<file path="src/rtl/key_debounce_multi_if.sv">
// Key pins in, debounced levels and event strobes out, all in the clk domain.
// Strobes are single-cycle pulses and carry no handshake. The consumer samples them every cycle.
interface key_debounce_multi_if #(
  parameter int KEY_NUM = 4
);
  logic [KEY_NUM-1:0] key_in;
  logic [KEY_NUM-1:0] key_state;
  logic [KEY_NUM-1:0] key_press;
  logic [KEY_NUM-1:0] key_release;
  logic [KEY_NUM-1:0] key_long;
  logic [KEY_NUM-1:0] dbg_armed;

  modport master (
    output key_in,
    input  key_state, key_press, key_release, key_long, dbg_armed
  );

  modport slave (
    input  key_in,
    output key_state, key_press, key_release, key_long, dbg_armed
  );
endinterface

</file>
<file path="src/rtl/key_debounce_multi.sv">
// N-channel key debouncer: 2-flop sync, edge-restarted settle timer, press/release/long strobes.
// Each channel is fully independent; dbg_armed exposes the settle FSM state per channel.
module key_debounce_multi #(
  parameter int KEY_NUM    = 4,
  parameter int TIME_20MS  = 1_000_000,
  parameter int LONG_TIME  = 50_000_000,
  parameter bit ACTIVE_LOW = 1'b1
) (
  input  logic clk,
  input  logic rst_n,
  key_debounce_multi_if.slave bus
);
  localparam int CNT_W  = $clog2(TIME_20MS);
  localparam int LCNT_W = $clog2(LONG_TIME + 1);
  localparam logic IDLE_LVL = ACTIVE_LOW ? 1'b1 : 1'b0;
  localparam logic [CNT_W-1:0]  CNT_LAST  = CNT_W'(TIME_20MS - 1);
  localparam logic [LCNT_W-1:0] LCNT_LAST = LCNT_W'(LONG_TIME - 1);

  for (genvar i = 0; i < KEY_NUM; i++) begin : g_ch
    logic              r0, r1;
    logic              armed, armed_nxt;
    logic [CNT_W-1:0]  cnt, cnt_nxt;
    logic              edge_det, level, commit;
    logic              state_q, state_nxt;
    logic              press_q, release_q, long_q;
    logic [LCNT_W-1:0] lcnt, lcnt_nxt;
    logic              long_done, long_done_nxt, long_hit;

    // State register
    always_ff @(posedge clk or negedge rst_n) begin
      if (!rst_n) begin
        r0        <= IDLE_LVL;
        r1        <= IDLE_LVL;
        armed     <= 1'b0;
        cnt       <= '0;
        state_q   <= 1'b0;
        press_q   <= 1'b0;
        release_q <= 1'b0;
        long_q    <= 1'b0;
        lcnt      <= '0;
        long_done <= 1'b0;
      end else begin
        r0        <= bus.key_in[i];
        r1        <= r0;
        armed     <= armed_nxt;
        cnt       <= cnt_nxt;
        state_q   <= state_nxt;
        press_q   <= commit & state_nxt & ~state_q;
        release_q <= commit & ~state_nxt & state_q;
        long_q    <= long_hit;
        lcnt      <= lcnt_nxt;
        long_done <= long_done_nxt;
      end
    end

    // Next-state logic; a fresh edge outranks a terminal count
    always_comb begin
      edge_det  = r0 ^ r1;
      level     = ACTIVE_LOW ? ~r1 : r1;
      commit    = 1'b0;
      armed_nxt = armed;
      cnt_nxt   = cnt;
      state_nxt = state_q;
      if (edge_det) begin
        armed_nxt = 1'b1;
        cnt_nxt   = '0;
      end else if (armed && cnt == CNT_LAST) begin
        armed_nxt = 1'b0;
        cnt_nxt   = '0;
        commit    = 1'b1;
        state_nxt = level;
      end else if (armed) begin
        cnt_nxt = cnt + 1'b1;
      end

      long_hit      = 1'b0;
      lcnt_nxt      = lcnt;
      long_done_nxt = long_done;
      if (!state_q) begin
        lcnt_nxt      = '0;
        long_done_nxt = 1'b0;
      end else if (!long_done) begin
        if (lcnt == LCNT_LAST) begin
          long_hit      = 1'b1;
          long_done_nxt = 1'b1;
        end else begin
          lcnt_nxt = lcnt + 1'b1;
        end
      end
    end

    // Outputs
    assign bus.key_state[i]   = state_q;
    assign bus.key_press[i]   = press_q;
    assign bus.key_release[i] = release_q;
    assign bus.key_long[i]    = long_q;
    assign bus.dbg_armed[i]   = armed;
  end
endmodule

</file>
<file path="src/flat_wrapper.sv">
// flat-port wrapper written by rule: the top's interface ports become plain ports
module key_debounce_multi_flat 
#(
  parameter int KEY_NUM    = 4,
  parameter int TIME_20MS  = 1_000_000,
  parameter int LONG_TIME  = 50_000_000,
  parameter bit ACTIVE_LOW = 1'b1
)
  (clk, rst_n, bus_key_in, bus_key_state, bus_key_press, bus_key_release, bus_key_long, bus_dbg_armed);
  key_debounce_multi_if #(.KEY_NUM(KEY_NUM)) bus_i ();
  input  logic clk;
  input  logic rst_n;
  input wire logic [$bits(bus_i.key_in)-1:0] bus_key_in;
  output wire logic [$bits(bus_i.key_state)-1:0] bus_key_state;
  output wire logic [$bits(bus_i.key_press)-1:0] bus_key_press;
  output wire logic [$bits(bus_i.key_release)-1:0] bus_key_release;
  output wire logic [$bits(bus_i.key_long)-1:0] bus_key_long;
  output wire logic [$bits(bus_i.dbg_armed)-1:0] bus_dbg_armed;
  assign bus_i.key_in = bus_key_in;
  assign bus_key_state = bus_i.key_state;
  assign bus_key_press = bus_i.key_press;
  assign bus_key_release = bus_i.key_release;
  assign bus_key_long = bus_i.key_long;
  assign bus_dbg_armed = bus_i.dbg_armed;
  key_debounce_multi #(.KEY_NUM(KEY_NUM), .TIME_20MS(TIME_20MS), .LONG_TIME(LONG_TIME), .ACTIVE_LOW(ACTIVE_LOW)) u_core (.clk(clk), .rst_n(rst_n), .bus(bus_i));
endmodule
</file>
<file path="config.mk">
export PLATFORM = sky130hd
export DESIGN_NAME = key_debounce_multi_flat
export DESIGN_NICKNAME = d
export VERILOG_FILES = /design/src/rtl/key_debounce_multi_if.sv /design/src/rtl/key_debounce_multi.sv /design/src/flat_wrapper.sv
export SDC_FILE = /design/constraint.sdc
export NUM_CORES = 1
export LEC_CHECK = 0
export ABC_AREA = 1
export CAP_MARGIN = 20
export CORE_MARGIN = 4
export CORE_UTILIZATION = 50
export CTS_BUF_LIST = sky130_fd_sc_hd__clkbuf_2 sky130_fd_sc_hd__clkbuf_4 sky130_fd_sc_hd__clkbuf_8
export DETAILED_ROUTE_END_ITERATION = 7
export GPL_TIMING_DRIVEN = 0
export PLACE_DENSITY = 0.7
export SETUP_SLACK_MARGIN = 0.15
export SYNTH_ARGS = -nofsm -noshare
export SYNTH_HDL_FRONTEND = slang
export SYNTH_SLANG_ARGS = --single-unit
</file>
<file path="constraint.sdc">
create_clock -name clk -period 4.4 [get_ports clk]
set_input_delay 0.88 -clock clk [delete_from_list [all_inputs] [get_ports clk]]
set_output_delay 0.88 -clock clk [all_outputs]
set_load 0.05 [all_outputs]
</file>
==> results.sh <==
export IMPL_clkSinkCount=216
export IMPL_row_count=59
export IMPL_rsz0062_at_grt="false"
export IMPL_final_cell_mix="nand2_1 (655), nor2_1 (360), dfrtp_1 (208)"
export IMPL_leakagePower_nw=6.650
export IMPL_path_cells="buf_4 > clkdlybuf4s50_1"
export IMPL_power_frac_comb=0.033
export IMPL_post_route_min_period_ps=2827
export IMPL_h_tree_depth=2
export IMPL_crit_path_end_kind="output pin"
export IMPL_ys_seq_area_frac=0.4120
export IMPL_design_core_area_um2=25980
export IMPL_cts_root_buf="clkbuf_8"
export IMPL_synth_compound_area_frac=0.04560
export IMPL_die_width_um=170.1
export IMPL_finalInstanceArea_um2=14660
export IMPL_post_cts_resized=0
export IMPL_synth_area_um2=13140
export IMPL_ant_nets=0
export IMPL_finalNetCount=2034
export IMPL_overflow=0
export IMPL_pwr_share_clk=0.473
export IMPL_tns_ps=0
export IMPL_antenna_found_initial=0
export IMPL_final_common_cell="nand2_1"
export IMPL_ys_ff_latch=216
export IMPL_finalHoldViolations=0
export IMPL_io_pins=26
export IMPL_fmax_mhz=353.7
export IMPL_numPortBuffers=25
export IMPL_fin_util=0.5640
export IMPL_diodes=0
export IMPL_drt_iter0_markers=833
export IMPL_cp_slowest_cell="clkdlybuf4s50_1"
export IMPL_syn_inst=1953
export IMPL_synth_mux_area_frac=0
export IMPL_ys_types=37
export IMPL_synth_warnings=0
export IMPL_syn_nets=1967
export IMPL_drt_total_wl_um=31120
export IMPL_place_gp_congestion=0.9407
export IMPL_multiInputGateArea_um2=6608
export IMPL_synth_top_family_by_area="simple AND/OR/NAND/NOR gates"
export IMPL_grt_max_degree=120
export IMPL_max_slew_margin_rel=0.4577
export IMPL_p_sw_frac=0.2319
export IMPL_dieArea_um2=28950
export IMPL_finClkSkew_ps=23.47
export IMPL_dp_hpwl_um=22680
export IMPL_viasPerCell=5.147
export IMPL_cts_setup_buffers=0
export IMPL_startpoint_type="flip-flop"
export IMPL_drive_above_1_share=0.07902
export IMPL_cts_hold_buf=0
export IMPL_maxCapViolCount=0
export IMPL_die_h_um=170.1
export IMPL_drtPass1Iterations=7
export IMPL_initial_core_util=0.5058
export IMPL_critPathMaxFanout=7
export IMPL_wl_per_cell_um=13.05
export IMPL_fill_cells=2543
export IMPL_route_detailed_drc=0
export IMPL_seqCellArea_um2=5415
export IMPL_track_usage=0.2197
export IMPL_synthSimpleGateAreaFrac=0.4262
export IMPL_path_delay_family="buffers and inverters"
export IMPL_grt_pass1_wl_um=54540
export IMPL_slew_violations=0
export IMPL_crit_arrival_ps=1950
export IMPL_cts_buffers=39
export IMPL_pwr_share_seq=0.494
export IMPL_power_density_nw_per_um2=279.2
export IMPL_worst_slew_pin_slew_ps=810.4
export IMPL_path_class="flip-flop to output pin"
export IMPL_max_stage_delay_ps=790
export IMPL_synthToLayoutAreaGrowth_pct=11.51
export IMPL_cts_tree="built"
export IMPL_grt_pass1_vias=11837
export IMPL_syn_avg_cell_area_um2=6.730
export IMPL_irDropWorstVdd_mv=0.2783
export IMPL_cts_path_max_buffers=3
export IMPL_p_int_mw=3.143
export IMPL_placed_cell_area_um2=13850
export IMPL_num_vias=12276
export IMPL_p_sw_mw=0.9487
export IMPL_setup_viol=0
export IMPL_crit_required_ps=3520
export IMPL_hp_class="flip-flop to flip-flop"
export IMPL_synthXorXnorAreaFrac=0.02332
export IMPL_synth_adder_area_share=0.007615
export IMPL_crit_buf_inv=2
export IMPL_clk_pin_slew_ps=60
export IMPL_status="finished clean"
export IMPL_clock_latency_ps=530
export IMPL_fin_crit_sh=0.6425
-- power by group through the flow --
stage / clock (mW) / combinational [mW] / sequential, mW
2_1_floorplan: 0 / 0.0666 / 2.05
3_3_place_gp: 0 / 0.132 / 2.06
3_5_place_dp: 0 / 0.139 / 2.06
4_1_cts: 2.01 / 0.139 / 2.02
5_1_grt: 2.10 / 0.156 / 2.02
6_report: 1.94 / 0.134 / 2.02
-- path summary, 6_finish.rpt --
check                                                    from  slack (ps)  cells after the start                             endpoint
hold / removal                    u_core.g_ch[2].r0$_DFF_PN1_         370                      0          u_core.g_ch[2].r1$_DFF_PN1_
setup / recovery             u_core.g_ch[1].state_q$_DFF_PN0_        1570                      2                     bus_key_state[1]
min in group asynchronous                               rst_n         400                      1  u_core.g_ch[0].lcnt[24]$_DFFE_PN0P_
max in group asynchronous                               rst_n        2940                      2    u_core.g_ch[2].cnt[8]$_DFFE_PN0P_
hold reg to reg                   u_core.g_ch[2].r0$_DFF_PN1_         370                      0          u_core.g_ch[2].r1$_DFF_PN1_
setup reg to reg           u_core.g_ch[1].lcnt[0]$_DFFE_PN0P_        2250                      9  u_core.g_ch[1].lcnt[21]$_DFFE_PN0P_
-- cells by family after synthesis --
logic type	Yosys count
XOR/XNOR	35
AND/OR/NAND/NOR	1331
flip-flops	216
adder cells (fa/ha/maj)	8
buffers and inverters	254
AO/OA/AOI/OAI	109
-- metrics by stage --
stage	worst slack (ps)	hold WS, ps	std cells	power [mW]
6_report	1573	373.6	2385	4.091
3_3_place_gp	-6933	363.8	2313	2.190
5_1_grt	1495	378.1	2385	4.278
3_5_place_dp	2115	367.3	2314	2.195
4_1_cts	1545	375.8	2385	4.168
2_1_floorplan	2775	360.6	1953	2.120
-- sequential cells by signal (all words and copies together), names as in the netlist --
register               count
u_core.g_ch.lcnt         104
u_core.g_ch.cnt           80
u_core.g_ch.long_q         4
u_core.g_ch.release_q      4
u_core.g_ch.long_done      4
u_core.g_ch.r0             4
u_core.g_ch.state_q        4
u_core.g_ch.armed          4
u_core.g_ch.r1             4
u_core.g_ch.press_q        4
-- metal layers --
metal	vias to the layer above	part of all wire	track usage
li1	6303	-	-
met1	5645	0.48	0.3064
met2	273	0.46	0.3619
met3	55	0.044	0.03043
met4	0	0.021	0.05938
met5	-	0	0
-- cells in the mapped netlist (all sizes together) --
| library cell | count | share of area |
|---|---|---|
| a21o | 1 | 0.00057 |
| a21oi | 20 | 0.0076 |
| a31oi | 1 | 0.00048 |
| and2 | 2 | 0.00095 |
| and3 | 1 | 0.00048 |
| buf | 44 | 0.025 |
| clkbuf | 9 | 0.0026 |
| clkinv | 1 | 0.00029 |
| dfrtp | 208 | 0.40 |
| dfstp | 8 | 0.016 |
| ha | 8 | 0.0076 |
| inv | 200 | 0.057 |
| nand2 | 661 | 0.19 |
| nand3 | 153 | 0.059 |
| nand3b | 4 | 0.0023 |
| nand4 | 76 | 0.036 |
| nor2 | 367 | 0.11 |
| nor3 | 48 | 0.019 |
| nor3b | 5 | 0.0029 |
| o21a | 1 | 0.00057 |
| o21ai | 70 | 0.027 |
| o21bai | 16 | 0.0091 |
| or2 | 14 | 0.0067 |
| xnor2 | 5 | 0.0033 |
| xor2 | 30 | 0.020 |
-- cell type report --
class                           instances  share of cell area
Buffer                                 53             0.02501
Sequential cell                       216              0.3695
Tap cell                              335             0.02860
Inverter                              201             0.05148
Clock inverter                         13            0.006829
Multi-Input combinational cell       1483              0.4508
Timing Repair Buffer                   26             0.01929
Clock buffer                           58             0.04849
No activity file was read; power rests on OpenSTA's default activity.
